## src/rtl/hazard_controller.sv

```systemverilog
// Purpose: pipeline sequencing controller (load-use stall, redirect flush, memory wait freeze) with perf counters.
// Latency: control outputs are combinational from the inputs; counters and timeout flag update one cycle later.
// Backpressure: mem_ready low while an access is in EX_MEM freezes every stage except a bubble into WB.
module hazard_controller #(
    parameter int MAX_WAIT = 255,
    parameter int CNT_W    = 16
) (
    input  logic             clock,
    input  logic             reset,
    input  logic             id_ex_memread,
    input  logic [4:0]       id_ex_dest,
    input  logic [4:0]       if_id_rs,
    input  logic [4:0]       if_id_rt,
    input  logic             if_id_uses_rt,
    input  logic [1:0]       ex_mem_pcsrc,
    input  logic             ex_mem_memread,
    input  logic             ex_mem_memwrite,
    input  logic             mem_ready,
    input  logic             cnt_clear,
    output logic             pc_write,
    output logic             if_id_write,
    output logic             id_ex_write,
    output logic             ex_mem_write,
    output logic             mem_wb_write,
    output logic             if_id_flush,
    output logic             id_ex_flush,
    output logic             ex_mem_flush,
    output logic             mem_wb_flush,
    output logic             mem_req,
    output logic             mem_timeout,
    output logic [CNT_W-1:0] stall_cnt,
    output logic [CNT_W-1:0] flush_cnt
);

    typedef enum logic [0:0] {
        ST_RUN      = 1'b0,
        ST_MEM_WAIT = 1'b1
    } state_t;

    localparam logic [7:0]       LP_MAX_WAIT = 8'(MAX_WAIT);
    localparam logic [7:0]       LP_WAIT_SAT = 8'hFF;
    localparam logic [CNT_W-1:0] LP_CNT_SAT  = {CNT_W{1'b1}};
    localparam logic [CNT_W-1:0] LP_CNT_ONE  = CNT_W'(1);

    state_t           r_state;
    state_t           w_state_nxt;
    logic [7:0]       r_wait;
    logic [7:0]       w_wait_inc;
    logic             r_timeout;
    logic [CNT_W-1:0] r_stall_cnt;
    logic [CNT_W-1:0] r_flush_cnt;

    logic             w_access;
    logic             w_mem_stall;
    logic             w_lu;
    logic             w_redir;
    logic             w_stall_inc;
    logic             w_wait_cycle;

    // Hazard terms. A redirect is held off while memory stalls so the
    // branch in EX_MEM is not lost; it is taken in the mem_ready cycle.
    assign w_access     = ex_mem_memread | ex_mem_memwrite;
    assign w_mem_stall  = w_access & ~mem_ready;
    assign w_lu         = id_ex_memread & (id_ex_dest != 5'd0) &
                          ((id_ex_dest == if_id_rs) |
                           (if_id_uses_rt & (id_ex_dest == if_id_rt)));
    assign w_redir      = (ex_mem_pcsrc != 2'b00) & ~w_mem_stall;
    assign w_stall_inc  = w_mem_stall | (w_lu & ~w_redir);
    assign w_wait_cycle = (r_state == ST_MEM_WAIT) & ~mem_ready;
    assign w_wait_inc   = (r_wait == LP_WAIT_SAT) ? r_wait : (r_wait + 8'd1);

    assign mem_timeout  = r_timeout;
    assign stall_cnt    = r_stall_cnt;
    assign flush_cnt    = r_flush_cnt;

    // State register; reset aborts any outstanding memory wait.
    always_ff @(posedge clock or negedge reset) begin
        if (!reset) begin
            r_state <= ST_RUN;
        end else begin
            r_state <= w_state_nxt;
        end
    end

    // Next state plus Mealy pipeline controls, priority mem_stall > redir > lu.
    always_comb begin
        w_state_nxt  = r_state;
        pc_write     = 1'b1;
        if_id_write  = 1'b1;
        id_ex_write  = 1'b1;
        ex_mem_write = 1'b1;
        mem_wb_write = 1'b1;
        if_id_flush  = 1'b0;
        id_ex_flush  = 1'b0;
        ex_mem_flush = 1'b0;
        mem_wb_flush = 1'b0;
        mem_req      = w_access;

        case (r_state)
            ST_RUN:      if (w_mem_stall) w_state_nxt = ST_MEM_WAIT;
            ST_MEM_WAIT: if (mem_ready)   w_state_nxt = ST_RUN;
            default:     w_state_nxt = ST_RUN;
        endcase

        if (!reset) begin
            // Hold every stage cleared while reset is low, independent of clock.
            pc_write     = 1'b0;
            if_id_write  = 1'b0;
            id_ex_write  = 1'b0;
            ex_mem_write = 1'b0;
            mem_wb_write = 1'b0;
            if_id_flush  = 1'b1;
            id_ex_flush  = 1'b1;
            ex_mem_flush = 1'b1;
            mem_wb_flush = 1'b1;
            mem_req      = 1'b0;
        end else if (w_mem_stall) begin
            // Freeze the pipe; WB still advances but receives a bubble.
            pc_write     = 1'b0;
            if_id_write  = 1'b0;
            id_ex_write  = 1'b0;
            ex_mem_write = 1'b0;
            mem_wb_flush = 1'b1;
        end else if (w_redir) begin
            // Squash wrong-path work; the branch itself moves on into WB.
            if_id_flush  = 1'b1;
            id_ex_flush  = 1'b1;
            ex_mem_flush = 1'b1;
        end else if (w_lu) begin
            // Hold PC and IF_ID one cycle, insert a bubble into ID_EX.
            pc_write     = 1'b0;
            if_id_write  = 1'b0;
            id_ex_flush  = 1'b1;
        end
    end

    // Memory wait counter: restarts on entering the wait, saturates at 255.
    always_ff @(posedge clock or negedge reset) begin
        if (!reset) begin
            r_wait <= 8'd0;
        end else if ((r_state == ST_RUN) && w_mem_stall) begin
            r_wait <= 8'd0;
        end else if (w_wait_cycle) begin
            r_wait <= w_wait_inc;
        end
    end

    // Sticky timeout: set once a wait reaches MAX_WAIT, cleared only by reset.
    always_ff @(posedge clock or negedge reset) begin
        if (!reset) begin
            r_timeout <= 1'b0;
        end else if (w_wait_cycle && (w_wait_inc >= LP_MAX_WAIT)) begin
            r_timeout <= 1'b1;
        end
    end

    // Saturating stall counter; clear wins over increment.
    always_ff @(posedge clock or negedge reset) begin
        if (!reset) begin
            r_stall_cnt <= '0;
        end else if (cnt_clear) begin
            r_stall_cnt <= '0;
        end else if (w_stall_inc && (r_stall_cnt != LP_CNT_SAT)) begin
            r_stall_cnt <= r_stall_cnt + LP_CNT_ONE;
        end
    end

    // Saturating redirect counter; clear wins over increment.
    always_ff @(posedge clock or negedge reset) begin
        if (!reset) begin
            r_flush_cnt <= '0;
        end else if (cnt_clear) begin
            r_flush_cnt <= '0;
        end else if (w_redir && (r_flush_cnt != LP_CNT_SAT)) begin
            r_flush_cnt <= r_flush_cnt + LP_CNT_ONE;
        end
    end

endmodule

```

## config.mk

```make
export PLATFORM = sky130hd
export DESIGN_NAME = hazard_controller
export DESIGN_NICKNAME = d
export VERILOG_FILES = /design/src/rtl/hazard_controller.sv
export SDC_FILE = /design/constraint.sdc
export NUM_CORES = 1
export LEC_CHECK = 0
export CAP_MARGIN = 0
export CORE_MARGIN = 4
export CORE_UTILIZATION = 48
export CTS_CLUSTER_DIAMETER = 120
export DETAILED_ROUTE_END_ITERATION = 10
export MAX_ROUTING_LAYER = met4
export PLACE_DENSITY = 0.81
export SKIP_CTS_REPAIR_TIMING = 1
export SLEW_MARGIN = 40
export SYNTH_ARGS = -nofsm -noshare
export SYNTH_HDL_FRONTEND = slang
export SYNTH_SLANG_ARGS = --single-unit
```

## constraint.sdc

```tcl
create_clock -name clock -period 2.7 [get_ports clock]
set_clock_uncertainty 0.15 [all_clocks]
set_input_delay 0.54 -clock clock [delete_from_list [all_inputs] [get_ports clock]]
set_output_delay 0.54 -clock clock [all_outputs]
set_load 0.1 [all_outputs]
```

# [Yosys cells after proc, flatten, opt, wreduce, memory -nomap -nowiden]
# Index checks and enable logic that the tools add are counted.
[totals] ff_bits=42 latchBits=0 mem_bits_rw=0 rom_bits=0 inputBits=25 output_inout_bits=43 wordCells=63 n_memories=0
[classes] addsub=3 multipliers=0 n_div=0 n_lt_le_gt_ge=1 n_eq_ne=5 shift=0 mux=26 n_bitwise=14 n_reduce_logical=9
[ops] cell="$mux 16" count=4
[ops] cell="$add 16x1->16 const B" count=2
[ops] cell="$ne 16x16->1 const B" count=2
[ops] cell="$mux 8" count=3
[ops] cell="$mux 1" count=18
[ops] cell="$eq 5x5->1" count=2
[ops] cell="$add 8x1->8 const B" count=1
[ops] cell="$eq 8x8->1 const B" count=1
[ops] cell="$ge 8x8->1 const B" count=1
[ops] cell="$reduce_bool 2->1" count=4
[ops] cell="$and 1x1->1" count=7
[ops] cell="$reduce_bool 5->1" count=1
[ops] cell="$logic_and 1x1->1" count=4
[ops] cell="$not 1->1" count=4
[ops] cell="$or 1x1->1" count=3
[ops] cell="$pmux 1 s2" count=1

# [Longest topological paths before layout]
[logic_depth] depth_word=10 depth_mapped=9 ltp_nobuf=7

# [Least setup slack after synthesis]
# No wires, ideal clock.
[synth_timing] path_type="input to output" from="input ex_mem_memwrite" to="output pc_write" arrival_time_ps=3734 required_time_ps=2010 slack_ps=-1724 cell_stages=4 n_path_buf=1 cell_sequence="o21bai_1 nand2_1 a31oi_1 buf_4"
[synth_between] elab_chain_len=7
[synth_rtl] item="start: declaration" line_no="17" rtl="input logic ex_mem_memwrite,"
[synth_rtl] item="$or 1x1->1 *" line_no="62" rtl="assign w_access = ex_mem_memread | ex_mem_memwrite;"
[synth_rtl] item="$and 1x1->1 *" line_no="63" rtl="assign w_mem_stall = w_access & ~mem_ready;"
[synth_rtl] item="$not 1->1" line_no="67" rtl="assign w_redir = (ex_mem_pcsrc != 2'b00) & ~w_mem_stall;"
[synth_rtl] item="$and 1x1->1" line_no="67"
[synth_rtl] item="$mux 1"
[synth_rtl] item="$mux 1 * (2 in a row)"
[synth_rtl] item="end: declaration" line_no="20" rtl="output logic pc_write,"
# Every way passes the cells marked *; elsewhere a longest branch is shown, timed or not.

# [Worst setup path in the final report]
[layout_timing] from="input if_id_rs[4]" to="output id_ex_flush"
[layout_between] elab_chain_len=7
[layout_rtl] item="start: declaration" line_no="12" rtl="input logic [4:0] if_id_rs,"
[layout_rtl] item="$eq 5x5->1" line_no="65" rtl="((id_ex_dest == if_id_rs) |"
[layout_rtl] item="$or 1x1->1" line_no="65"
[layout_rtl] item="$and 1x1->1" line_no="64" rtl="assign w_lu = id_ex_memread & (id_ex_dest != 5'd0) &"
[layout_rtl] item="$mux 1" line_no="129" rtl="end else if (w_lu) begin"
[layout_rtl] item="$mux 1" line_no="124" rtl="end else if (w_redir) begin"
[layout_rtl] item="$mux 1" line_no="117" rtl="end else if (w_mem_stall) begin"
[layout_rtl] item="$mux 1" line_no="105" rtl="if (!reset) begin"
[layout_rtl] item="end: declaration" line_no="26" rtl="output logic id_ex_flush,"
# No other way between the ends.

==> results.json <==
{
  "outcome": "complete, no violations",
  "rows": 25,
  "fin_crit_sh": 0.9965,
  "wire_per_inst_um": 15.95,
  "swShare": 0.2856,
  "clk_latency_ps": 290,
  "core_area_um2": 4817,
  "netlist_instances": 270,
  "instances_no_fill": 415,
  "vias_per_cell": 5.537,
  "hold_viol": 0,
  "drt-initial-drc-count": 86,
  "drv_slew": 0,
  "layout-area-overhead-vs-synth_pct": 42.78,
  "clk_path_buf_depth": 2,
  "portBuffers": 67,
  "fmax_mhz": 371.7,
  "crit_arrival_ps": 2000,
  "power_density_nw_per_um2": 475.4,
  "yosysWarnings": 0,
  "die_y_um": 79.24,
  "fin_nets": 375,
  "fp.dieW_um": 79.24,
  "antenna_left": 0,
  "final_util": 0.7221,
  "cts_tree": "done",
  "antenna_found_initial": 0,
  "drc": 0,
  "start_util": 0.5057,
  "fin_ws_ps": 9.520,
  "first_pass_iters": 4,
  "power_frac_clock": 0.371,
  "htreeDepth": 2,
  "fin_hold_ws_ps": 343.3,
  "synth-seq-area-share": 0.4314,
  "place_congestion": 0.8851,
  "first_global_vias": 2300,
  "clk_pin_slew_ps": 80,
  "synth_edf_count": 0,
  "finalSetupTns_ps": 0,
  "yosys.cell_types.count": 45,
  "syn_avg_cell_area_um2": 9.023,
  "final_common_cell": "buf_4",
  "grt_max_degree": 39,
  "endpoint_kind": "output pin",
  "crit_required_ps": 2010,
  "sequentialPowerShare": 0.402,
  "cts_buffers": 5,
  "cp_max_fo": 3,
  "max_slew_margin": 0.6853,
  "io_pins": 68,
  "ys_ff_latch": 42,
  "hp-class": "reg -> reg",
  "worst_pin_slew_ps": 460.1,
  "syn-num-nets": 298,
  "finalSetupViolations": 0,
  "async_reset_ff_frac": 1.000,
  "totalWireLength_mm": 6.618,
  "grt_pass1_wl_mm": 10.70,
  "die_area_um2": 6279,
  "gr-usage-all-layers": 0.2199,
  "synth_flop_cell": "dfrtp_1",
  "p_int_mw": 1.181,
  "comb_power_share": 0.227,
  "dp_cells": 405,
  "leakage_nw": 1.578,
  "clock-sinks": 42,
  "min_period_ps": 2690,
  "cts_root_buffer": "clkbuf_8",
  "cp-start-kind": "input port",
  "synth_area_um2": 2436,
  "drive_gt1_frac": 0.2385,
  "dp_slack_ps": -154.6,
  "overflow": 0,
  "power.switching_mw": 0.4723,
  "maxCapViolations": 0,
  "final_cell_mix": "buf_4 (47), dfrtp_1 (41), nor2_1 (26)",
  "num_vias": 2298,
  "antenna_cells": 0,
  "critical_path_class": "in -> out",
  "ir_worst_vdd_mv": 0.3595,
  "dp_hpwl_mm": 4.878
}
[power by group through the flow]
stage	clock [mW]	sequential (mW)	combinational [mW]
3_3_place_gp	0	0.676	0.361
2_1_floorplan	0	0.721	0.181
4_1_cts	0.623	0.664	0.368
6_report	0.614	0.664	0.376
3_5_place_dp	0	0.677	0.367
5_1_grt	0.657	0.667	0.398
[critical path, cell delays in order]
cell,delay [ps]
clkdlybuf4s50_1,410
xnor2_1,210
nand3_1,140
o22ai_2,220
buf_6,140
a31o_4,170
buf_12,170
[Yosys cell counts, drive strengths merged, types with 3 or more instances]
library cell | n | area, um^2
a21oi | 21 | 105.1
a31oi | 3 | 18.77
and3 | 6 | 37.54
and4 | 6 | 52.55
buf | 6 | 61.31
clkbuf | 8 | 30.03
dfrtp | 42 | 1051
ha | 3 | 37.54
inv | 7 | 26.28
mux2i | 3 | 30.03
nand2 | 20 | 75.07
nand3 | 18 | 90.09
nand4 | 6 | 37.54
nor2 | 26 | 97.59
nor3 | 4 | 20.02
o21ai | 20 | 100.1
or3 | 18 | 112.6
xnor2 | 16 | 140.1
xor2 | 8 | 70.07
[worst paths after layout]
check	slack, ps	start	endpoint	cells past startpoint
worst max-delay path	10	if_id_rs[4]	id_ex_flush	7
worst min-delay path	340	mem_timeout$_DFFE_PN0P_	mem_timeout$_DFFE_PN0P_	1
worst max register to register	440	stall_cnt[0]$_DFFE_PN0P_	stall_cnt[14]$_DFFE_PN0P_	8
worst min register to register	340	mem_timeout$_DFFE_PN0P_	mem_timeout$_DFFE_PN0P_	1
max in group asynchronous	1040	reset	stall_cnt[0]$_DFFE_PN0P_	4
min in group asynchronous	480	reset	r_wait[5]$_DFFE_PN0P_	2
[cell type report]
cell class | instances | area (um^2)
well taps | 67 | 83.83
inverters | 7 | 30.03
fillers | 363 | 1339
clock inverters | 2 | 60.06
clock buffers | 6 | 82.58
repair buffers | 84 | 847.1
multi-input cells | 207 | 1323
flip-flops and latches | 42 | 1052
[logic make-up (layout without fill, tap and decap cells)]
family,Yosys count,count (layout),share of synthesized area
xor+xnor,24,24,0.08629
simple gates,112,112,0.2363
mux,5,5,0.02157
compound gates,63,63,0.1608
buf+inv,21,99,0.04828
flops,42,42,0.4314
fa+ha+maj,3,3,0.01541
[layer usage]
metal  share of wire  wire length [um]  global-route usage  vias up
met1            0.40              2671              0.2605     1114
met2            0.54              3588              0.3695       47
met5               0                 0                   -        -
met3           0.036               235             0.05215       13
met4           0.019               123             0.07216        0
li1                -                 -                   -     1124
[state kept, by name, summed over array words and instances (netlist names)]
signal and cells:
flush_cnt 16, stall_cnt 16, r_wait 8, mem_timeout 1, r_state 1
[per-stage QoR]
step           power [mW]  area, um^2
5_1_grt             1.721        3478
6_report            1.653        3478
3_5_place_dp        1.043        3267
4_1_cts             1.655        3410
2_1_floorplan      0.9019        2479
3_3_place_gp        1.037        3267
Power figures use the tool's default switching activity.
